<file path="config.mk">
export PLATFORM = sky130hd
export DESIGN_NAME = pipe_stage_skid
export DESIGN_NICKNAME = d
export VERILOG_FILES = /design/src/rtl/pipe_stage_skid.sv
export SDC_FILE = /design/constraint.sdc
export NUM_CORES = 1
export LEC_CHECK = 0
export BUFFER_PORTS_ARGS = -buffer_cell sky130_fd_sc_hd__buf_4
export CAP_MARGIN = 20
export CORE_MARGIN = 5
export CORE_UTILIZATION = 40
export DETAILED_ROUTE_END_ITERATION = 7
export PLACE_DENSITY = 0.69
export SLEW_MARGIN = 40
export SYNTH_ARGS = -nofsm -noshare
export SYNTH_HDL_FRONTEND = slang
export SYNTH_SLANG_ARGS = --single-unit
</file>
<file path="constraint.sdc">
create_clock -name clk -period 1.44 [get_ports clk]
set_input_delay 0.072 -clock clk [delete_from_list [all_inputs] [get_ports clk]]
set_output_delay 0.072 -clock clk [all_outputs]
set_load 0.1 [all_outputs]
</file>
<file path="src/rtl/pipe_stage_skid.sv">
// -----------------------------------------------------------------------------
// pipe_stage_skid
//   Generic pipeline stage register with a valid/ready handshake. It replaces
//   the fixed IF/ID, ID/EXE, EXE/MEM and MEM/WB registers. It carries an opaque
//   DATA_W-bit payload, such as packed control bits, ALU result, store data
//   and destination register.
//
//   SKID=1 : two entries, made of a main (output) register and a skid
//            (overflow) register.
//            - in_ready is a pure function of state, so no combinational path
//              runs from out_ready to in_ready.
//            - Back-pressure from a slow consumer costs no bubbles.
//   SKID=0 : one register only.
//            - in_ready = !out_valid | out_ready, which allows a pass-through
//              refill in the same cycle as an issue.
//
//   out_valid and out_data come from flops; no combinational path runs from
//   input to output. flush empties the stage. The payload flops keep their
//   stale contents.
//
// Ports
//   clk        in   1       rising-edge clock
//   clr        in   1       synchronous active-high reset (overrides everything)
//   flush      in   1       drop all held entries and any payload offered now
//   in_valid   in   1       upstream payload valid
//   in_ready   out  1       stage can accept this cycle
//   in_data    in   DATA_W  upstream payload
//   out_valid  out  1       out_data valid for downstream
//   out_ready  in   1       downstream accepts this cycle
//   out_data   out  DATA_W  payload to downstream
//   occupancy  out  2       entries held (0..2, at most 1 when SKID=0)
// -----------------------------------------------------------------------------
module pipe_stage_skid #(
  parameter int unsigned       DATA_W  = 32,
  parameter int unsigned       SKID    = 1,
  parameter logic [DATA_W-1:0] RST_VAL = '0
) (
  input  logic              clk,
  input  logic              clr,
  input  logic              flush,
  input  logic              in_valid,
  output logic              in_ready,
  input  logic [DATA_W-1:0] in_data,
  output logic              out_valid,
  input  logic              out_ready,
  output logic [DATA_W-1:0] out_data,
  output logic [1:0]        occupancy
);

  // The encoding equals the entry count, so occupancy is taken directly
  // from the state flops.
  typedef enum logic [1:0] {
    EMPTY = 2'b00,
    ONE   = 2'b01,
    FULL  = 2'b10
  } state_t;

  state_t            state_q, state_d;
  logic [DATA_W-1:0] main_q, main_d;
  logic [DATA_W-1:0] skid_q, skid_d;
  logic              accept;
  logic              issue;

  assign out_valid = (state_q != EMPTY);
  assign out_data  = main_q;
  assign occupancy = state_q;

  always_comb begin
    if (SKID != 0) begin
      in_ready = (state_q != FULL);
    end else begin
      in_ready = !out_valid || out_ready;
    end
  end

  assign accept = in_valid && in_ready;
  assign issue  = out_valid && out_ready;

  // Payload registers load only on accept. in_data is therefore never
  // sampled while in_valid is low.
  always_comb begin
    state_d = state_q;
    main_d  = main_q;
    skid_d  = skid_q;
    if (flush) begin
      state_d = EMPTY;
    end else begin
      unique case (state_q)
        EMPTY: begin
          if (accept) begin
            main_d  = in_data;
            state_d = ONE;
          end
        end
        ONE: begin
          if (accept && issue) begin
            main_d = in_data;
          end else if (accept && (SKID != 0)) begin
            skid_d  = in_data;
            state_d = FULL;
          end else if (issue) begin
            state_d = EMPTY;
          end
        end
        FULL: begin
          if (issue) begin
            main_d  = skid_q;
            state_d = ONE;
          end
        end
        default: state_d = EMPTY;
      endcase
    end
  end

  always_ff @(posedge clk) begin
    if (clr) begin
      state_q <= EMPTY;
      main_q  <= RST_VAL;
      skid_q  <= RST_VAL;
    end else begin
      state_q <= state_d;
      main_q  <= main_d;
      skid_q  <= skid_d;
    end
  end

`ifndef SYNTHESIS
  // A stalled output must stay valid and keep its data stable.
  a_hold_stable: assert property (@(posedge clk) disable iff (clr)
    (out_valid && !out_ready && !flush) |=> (out_valid && $stable(out_data)));

  // The single-register build never holds a second entry.
  a_no_full_single: assert property (@(posedge clk) disable iff (clr)
    (SKID == 0) |-> (state_q != FULL));
`endif

endmodule
</file>
**Yosys cells after proc, flatten, opt, wreduce, memory -nomap -nowiden**

Cells that the tools add are included.

- Bits in registers: 66
- Bits of input ports: 37
- Output and inout bits: 36
- Logic and storage cells: 33

- Equal/unequal tests: 8
- Mux-type cells: 10
- Bitwise operators: 2
- Reduce and logical (&&, ||, !) cells: 10

Operator list:

| operator | number |
|---|---|
| $mux 32 | 3 |
| $pmux 32 s3 | 1 |
| $mux 2 | 5 |
| $ne 2x2->1 const B | 5 |
| $reduce_and 4->1 | 2 |
| $pmux 2 s3 | 1 |
| $reduce_and 5->1 | 1 |
| $logic_and 1x1->1 | 3 |
| $ne 3x3->1 const B | 1 |
| $reduce_bool 3->1 | 1 |
| $eq 2x1->1 const B | 1 |
| $eq 2x2->1 const B | 1 |
| $logic_not 2->1 | 1 |
| $not 1->1 | 2 |
| $reduce_bool 2->1 | 1 |
| $reduce_or 2->1 | 1 |

**Depth between registers and ports, before layout**

Gate-level depths: netlist of run 1.

- Word-level depth: 6
- Depth in mapped cells: 6
- Depth with buffers taken out: 4

**Worst setup path after synthesis of run 1**

No wires, ideal clock.

- Path type: register to register
- From: reg state_q[0], in the netlist occupancy[0]
- To: reg main_q[0], in the netlist out_data[0]
- Setup time: 0.070 ns
- Data arrival time: 2.181 ns
- Data required time: 1.370 ns
- Setup slack: -0.811 ns
- Stages on the path, launching flop included: 7
- Path buffers: 2
- Clock period less this slack: 2.251 ns
- Cell sequence: dfxtp_1 -> nand2b_1 -> buf_4 -> buf_6 -> mux2i_1 -> or3_1 -> a21oi_1

- Longest elaborated chain between the ends: 5
- Elaborated cells on any way between the ends: 14
- Those cells by class: eq/ne: 6; mux: 1; reduce/logical: 7

Ends and longest elaborated chain:

| element | line | RTL |
|---|---|---|
| start: declaration | 58 | `state_t state_q, state_d;` |
| start signal: assignment | 122 | `state_q <= state_d;` |
| $ne 2x2->1 (*) | 70 | `in_ready = (state_q != FULL);` |
| via in_ready | 42 | `output logic in_ready,` |
| $logic_and 1x1->1 (*) | 76 | `assign accept = in_valid && in_ready;` |
| $logic_and 1x1->1 | 96 | `if (accept && issue) begin` |
| $ne 2x2->1 (no line) | n/a |  |
| $reduce_and 5->1 (no line) (*) | n/a |  |
| end signal: assignment | 123 | `main_q <= main_d;` |
| end: declaration | 59 | `logic [DATA_W-1:0] main_q, main_d;` |

The timed path passes the listed nets; every way through them passes the cells marked *.
A chain may end at the register's enable or synchronous reset.

**Worst setup path in the final report of run 1**

- From: reg state_q[1], in the netlist occupancy[1]
- To: reg main_q[14], in the netlist out_data[14]

- Longest elaborated chain between the ends: 5
- Elaborated cells on any way between the ends: 14
- Those cells by class: eq/ne: 6; mux: 1; reduce/logical: 7

Ends and longest elaborated chain:

| element | line |
|---|---|
| $ne 2x2->1 / $reduce_bool 2->1 (equally long branches) | 70, 64 |
| $logic_and 1x1->1 (on tied branches) | 76, 77 |
| $logic_and 1x1->1 | 96 |
| $ne 2x2->1 (no line) | n/a |
| $reduce_and 5->1 (no line) | n/a |

Parallel ways exist; a longest one is shown, timed or not.

==> results of run 1 <==
[placed cells by master (no fill, tap or decap), drive strengths merged, types with 2 or more instances in the layout]
cell	instances
bufinv	2
dlygate4sd3	32
o21ai	32
dfxtp	66
mux2i	32
buf	90
nand2b	3
a21oi	66
nor3	2
clkbuf	11
nand2	66
or3	33
[final cells by class]
cell class / count / area, µm² / share of cell area (%)
multi-input combinational: 240 / 1450 / 34.5
sequential: 66 / 1330 / 31.6
timing repair buffer: 122 / 1070 / 25.4
clock buffer: 11 / 151 / 3.60
tap: 96 / 120 / 2.86
clock inverter: 5 / 85.1 / 2.02
[worst register-to-register path: stages, from the launching register on]
cell	delay, ns
dfxtp_4	0.37
and2b_2	0.25
a21oi_4	0.09
buf_12	0.16
or3_1	0.40
a21oi_2	0.14
[sequential cells by signal (all words and copies together), names as in the netlist]
signal / count
occupancy: 2
skid_q: 32
out_data: 32
[cells by family (layout without fill, tap and decap cells)]
| family | after synthesis | count (layout) | share of synthesized area [%] |
|---|---|---|---|
| AO/OA/AOI/OAI | 101 | 101 | 18.6 |
| AND/OR/NAND/NOR | 107 | 107 | 18.1 |
| multiplexers | 32 | 32 | 11.3 |
| buffers and inverters | 31 | 138 | 5.18 |
| flip-flops | 66 | 66 | 46.8 |
[worst paths after layout]
check	from	end	slack, ns	cells past startpoint
max	occupancy[1]	out_data[14]	-0.02	5
min	in_data[6]	skid_q[6]	0.03	3
max reg2reg	occupancy[1]	out_data[14]	-0.02	5
min reg2reg	skid_q[27]	skid_q[27]	0.45	2
[repair_timing]
action	in CTS	in global routing
gates cloned	0	1
hold endpoints to repair	32	1
hold buffers	31	1
endpoints found under the setup margin	11	51
buffers inserted	1	2
pin swaps	1	3
gates resized for setup	4	24
[per-layer routing]
layer | up-vias | part of all wire, %
met3 | 7 | 5.0
met4 | 0 | 0.80
met5 | - | 0
met2 | 70 | 51
met1 | 1294 | 43
li1 | 1373 | -
[power by group through the flow]
stage                     clock [mW]  sequential [mW]  combinational [mW]
after CTS                       1.85             1.90               0.835
final                           1.81             1.91               0.860
after floorplan                    0             2.26               0.213
after detailed placement           0             1.95               0.759
after global routing            1.92             1.91               0.907
after global placement             0             1.95               0.750
[stage by stage]
step	cells	utilization, %	setup TNS, ns	setup WS, ns
after detailed placement	488	51.4	-0.00824	-0.00824
after global routing	540	61.6	-0.950	-0.0685
after floorplan	337	-	-9.82	-0.186
after global placement	488	51.4	0	0.0332
after CTS	536	59.7	-0.00518	-0.00395
final	540	61.6	-0.0717	-0.0190
==> reports/metrics.yaml, run 1 <==
status: "complete, but fails checks"
violations: "negative setup slack"
ios: 73
cp.arrival_ns: 1.75
core_um2: 6830
yosysSeqAreaShare_pct: 46.8
stdcell_area_um2: 4210
ant_nets: 0
pwr-share-clk_pct: 39.5
cts.sinks: 66
grtUsageMet1_pct: 20.5
p_per_area_nw_per_um2: 1090
fin_crit_sh_pct: 101
drtIter0Drc: 145
worst_pin_slew_ns: 0.444
wl_mm: 7.50
fmax_mhz: 685
drive_gt1_share_pct: 29.5
p_switching_mw: 1.32
p_int_mw: 3.25
dp_hpwl_mm: 4.54
switching_share_pct: 28.9
avgRoutedWirePerCell_um: 13.9
layout_min_cycle_time_ns: 1.46
use_met2_pct: 28.4
io_buffers: 72
die_w_um: 94.0
critical-path-top-delay-family: "simple AND/OR/NAND/NOR gates"
numCtsBuffers: 9
nFillCells: 629
grt_pass1_wl_mm: 11.8
vias: 2744
cts_tree: "yes"
synthTopCellsByCount: "dfxtp_1 (66), nand2_1 (66), a21oi_1 (65)"
vias_per_cell: 5.08
grt_overflow: 0
h-tree-depth: 3
cts_max_path_buffers: 2
slew_viol_final: 0
crit_required_ns: 1.73
antenna_found_initial: 0
cp_num_buf_inv: 1
setup_violations: 6
place.gp.congestion: 0.749
async_reset_ff_share_pct: 0
hold_path_class: "input pin to register"
syn_nets: 374
cap_violations: 0
grt_busiest_layer: "met2"
relSlewSlack_pct: 70.4
synth_top_cell_by_area: "dfxtp_1"
peakVddDrop_mv: 0.693
row_count: 30
areaGrowthSynthToFinish_pct: 48.8
pwr-share-comb_pct: 18.8
synth_area_leaders: "dfxtp_1 (47%), a21oi_1 (12%), mux2i_1 (11%), nand2_1 (8.8%), or3_1 (7.3%)"
syn_area_um2: 2830
setup_ws_ns: -0.0190
die_h_um: 94.0
die_area_um2: 8840
hold_ws_ns: 0.0287
grt_use_total_pct: 16.9
skew_ns: 0.0154
dr.pass1.iters: 4
crit_path_end_kind: "register"
rsz0062_at_grt: "true"
path_clk_slew_ns: 0.09
clk_root_buffer_cell: "clkbuf_8"
diodes: 0
crit_chain: "and2b_2 -> a21oi_4 -> buf_12 -> or3_1 -> a21oi_2"
critPathKind: "register to register"
yosysTopAreaCellShare_pct: 46.8
start_kind: "register"
grt_pass1_vias: 2491
syn_avg_cell_area_um2: 8.38
synth_top_flop_cell: "dfxtp_1"
p_leak_nw: 1.82
initial_core_util_pct: 41.4
postPlaceCellArea_um2: 3510
hold_viol_final: 0
insertion_delay_ns: 0.35
p_seq_share_pct: 41.7
layout.nets: 476
ys_warn_count: 0
worstPathMaxFanout: 36
postSynthCellCount: 337
drc_errors: 0
slowest_stage: "or3_1"
grtUsageMet3_pct: 4.17
grt_max_degree: 41
synth.ff_latch_count: 66
total_power_mw: 4.57
synth_edf_count: 0
critical-path-max-stage-delay_ns: 0.38
synth_cell_type_count: 21
Power figures use the tool's default switching activity.
==> run 2, diff against run 1 <==
--- a/config.mk
+++ b/config.mk
@@ -10,7 +10,7 @@
 export CORE_MARGIN = 5
 export CORE_UTILIZATION = 40
 export DETAILED_ROUTE_END_ITERATION = 7
-export PLACE_DENSITY = 0.69
+export PLACE_DENSITY = 0.66
 export SLEW_MARGIN = 40
 export SYNTH_ARGS = -nofsm -noshare
 export SYNTH_HDL_FRONTEND = slang
==> constraint.sdc (replaced) <==
create_clock -name clk -period 1.8 [get_ports clk]
set_input_delay 0.09 -clock clk [delete_from_list [all_inputs] [get_ports clk]]
set_output_delay 0.09 -clock clk [all_outputs]
set_load 0.1 [all_outputs]
==> reports/metrics.yaml, run 2 (same netlist as run 1, synthesis figures left out) <==
status: "finished clean"
grt_overflow: 0  # unchanged
hold_path_class: "input pin to register"
rsz0062_at_grt: "false"
critPathKind: "input pin to register"
cp.arrival_ns: 1.83  # +0.08 ns
core_um2: 6830  # unchanged
antenna_found_initial: 0  # unchanged
path_clk_slew_ns: 0.07  # -0.02 ns
areaGrowthSynthToFinish_pct: 35.8
skew_ns: 0.00822  # -0.00720 ns
drc_errors: 0  # unchanged
setup_violations: 0  # -6
use_met2_pct: 26.3  # -2.2 points
layout.nets: 457  # -4.0%
crit_required_ns: 1.99  # +0.26 ns
h-tree-depth: 3  # unchanged
ios: 73  # unchanged
vias_per_cell: 4.97  # -2.2%
dr.pass1.iters: 4  # unchanged
totalNegativeSetupSlack_ns: 0  # +0.0717 ns
peakVddDrop_mv: 0.374  # -46%
grtUsageMet3_pct: 2.64  # -1.5 points
cap_violations: 0  # unchanged
drive_gt1_share_pct: 23.1  # -6.4 points
cts_tree: "yes"
grtUsageMet1_pct: 20.4  # -0.11 points
relSlewSlack_pct: 54.5  # -16 points
layout_min_cycle_time_ns: 1.64
die_h_um: 94.0  # unchanged
r2r_cells: 5  # unchanged
vias: 2589  # -5.6%
final_cell_mix: "buf_4 (76), nand2_1 (66), a21oi_1 (65), dfxtp_1 (64), or3_1 (33)"
worstPathMaxFanout: 32  # -11%
p_per_area_nw_per_um2: 836  # -23%
fmax_mhz: 610
dp_hpwl_mm: 4.24  # -6.6%
drtIter0Drc: 109  # -25%
clk_root_buffer_cell: "clkbuf_8"
initial_core_util_pct: 41.4  # unchanged
io_buffers: 72  # unchanged
hold_viol_final: 0  # unchanged
layout_commonest_cell: "buf_4"
cts_max_path_buffers: 2  # unchanged
die_w_um: 94.0  # unchanged
slew_viol_final: 0  # unchanged
hold_ws_ns: 0.0190  # -0.00978 ns
row_count: 30  # unchanged
cts.sinks: 66  # unchanged
dp_cells: 480  # -1.6%
die_area_um2: 8840  # unchanged
grt_pass1_vias: 2431  # -2.4%
finalNonFillerCells: 521  # -3.5%
total_power_mw: 3.21  # -30%
insertion_delay_ns: 0.33  # -0.02 ns
diodes: 0  # unchanged
worst_pin_slew_ns: 0.682  # +0.238 ns
grt_max_degree: 67  # +63%
fin_util_pct: 56.2  # -5.4 points
numCtsBuffers: 9  # unchanged
grt_use_total_pct: 16.3  # -0.64 points
grt_busiest_layer: "met2"
p_leak_nw: 1.67  # -8.4%
wl_mm: 7.07  # -5.7%
fin_crit_sh_pct: 91.1
grt_pass1_wl_mm: 11.4  # -3.7%
crit_path_end_kind: "register"
start_kind: "input pin"
place.gp.congestion: 0.755  # +0.80%
post_cts.repair.setup_buffers: 0  # -1
nFillCells: 648  # +3.0%
avgRoutedWirePerCell_um: 13.6  # -2.3%
hold_path_depth: 3  # unchanged
ant_nets: 0  # unchanged
run 2: changes by cell type in the layout (fill, tap and decap cells not counted), sizes merged:
cell / change
buf: -12
bufinv: -2
clkinv: +3
dlygate4sd3: -7
inv: -1
run 2: worst paths after layout:
kind	startpoint	end	slack (ns)
max	out_ready	skid_q[11]	0.16
min	in_data[29]	skid_q[29]	0.02
max reg2reg	occupancy[1]	out_data[15]	0.26
min reg2reg	skid_q[2]	skid_q[2]	0.45
run 2: routing by layer:
layer | vias to the layer above | share of wire [%]
met1 | 1186 | 44
met5 | - | 0
met4 | 0 | 2.0
li1 | 1328 | -
met3 | 13 | 4.1
met2 | 62 | 50
run 2: per-stage QoR:
stage / area [µm²] / setup slack (ns)
final: 3840 / 0.160
after global routing: 3840 / 0.0730
after CTS: 3840 / 0.170
after detailed placement: 3420 / 0.284
after global placement: 3420 / 0.316
after floorplan: 2830 / 0.00659
run 2: power by group:
part | internal (mW) | switching (mW) | leakage [nW]
registers | 1.50 | 0.0227 | 0.537
logic | 0.200 | 0.434 | 1.05
clock network | 0.496 | 0.554 | 0.0831
total | 2.20 | 1.01 | 1.67
run 2: cell type report:
type / instances / area (µm²) / area share, %
clock inverter: 5 / 31.3 / 0.815
tap: 96 / 120 / 3.13
clock buffer: 11 / 131 / 3.42
sequential: 66 / 1330 / 34.6
multi-input combinational: 240 / 1370 / 35.6
timing repair buffer: 103 / 861 / 22.4
run 2: timing repair:
action,CTS,global route
gates resized for setup,0,0
hold buffers,25,0
hold endpoints to repair,25,0
run 2: critical path, cell delays in order:
cell           delay (ns)
dlygate4sd3_1        0.54
buf_4                0.15
nand2b_1             0.24
or3_1                0.38
buf_4                0.25
nand2_1              0.11
a21oi_1              0.07
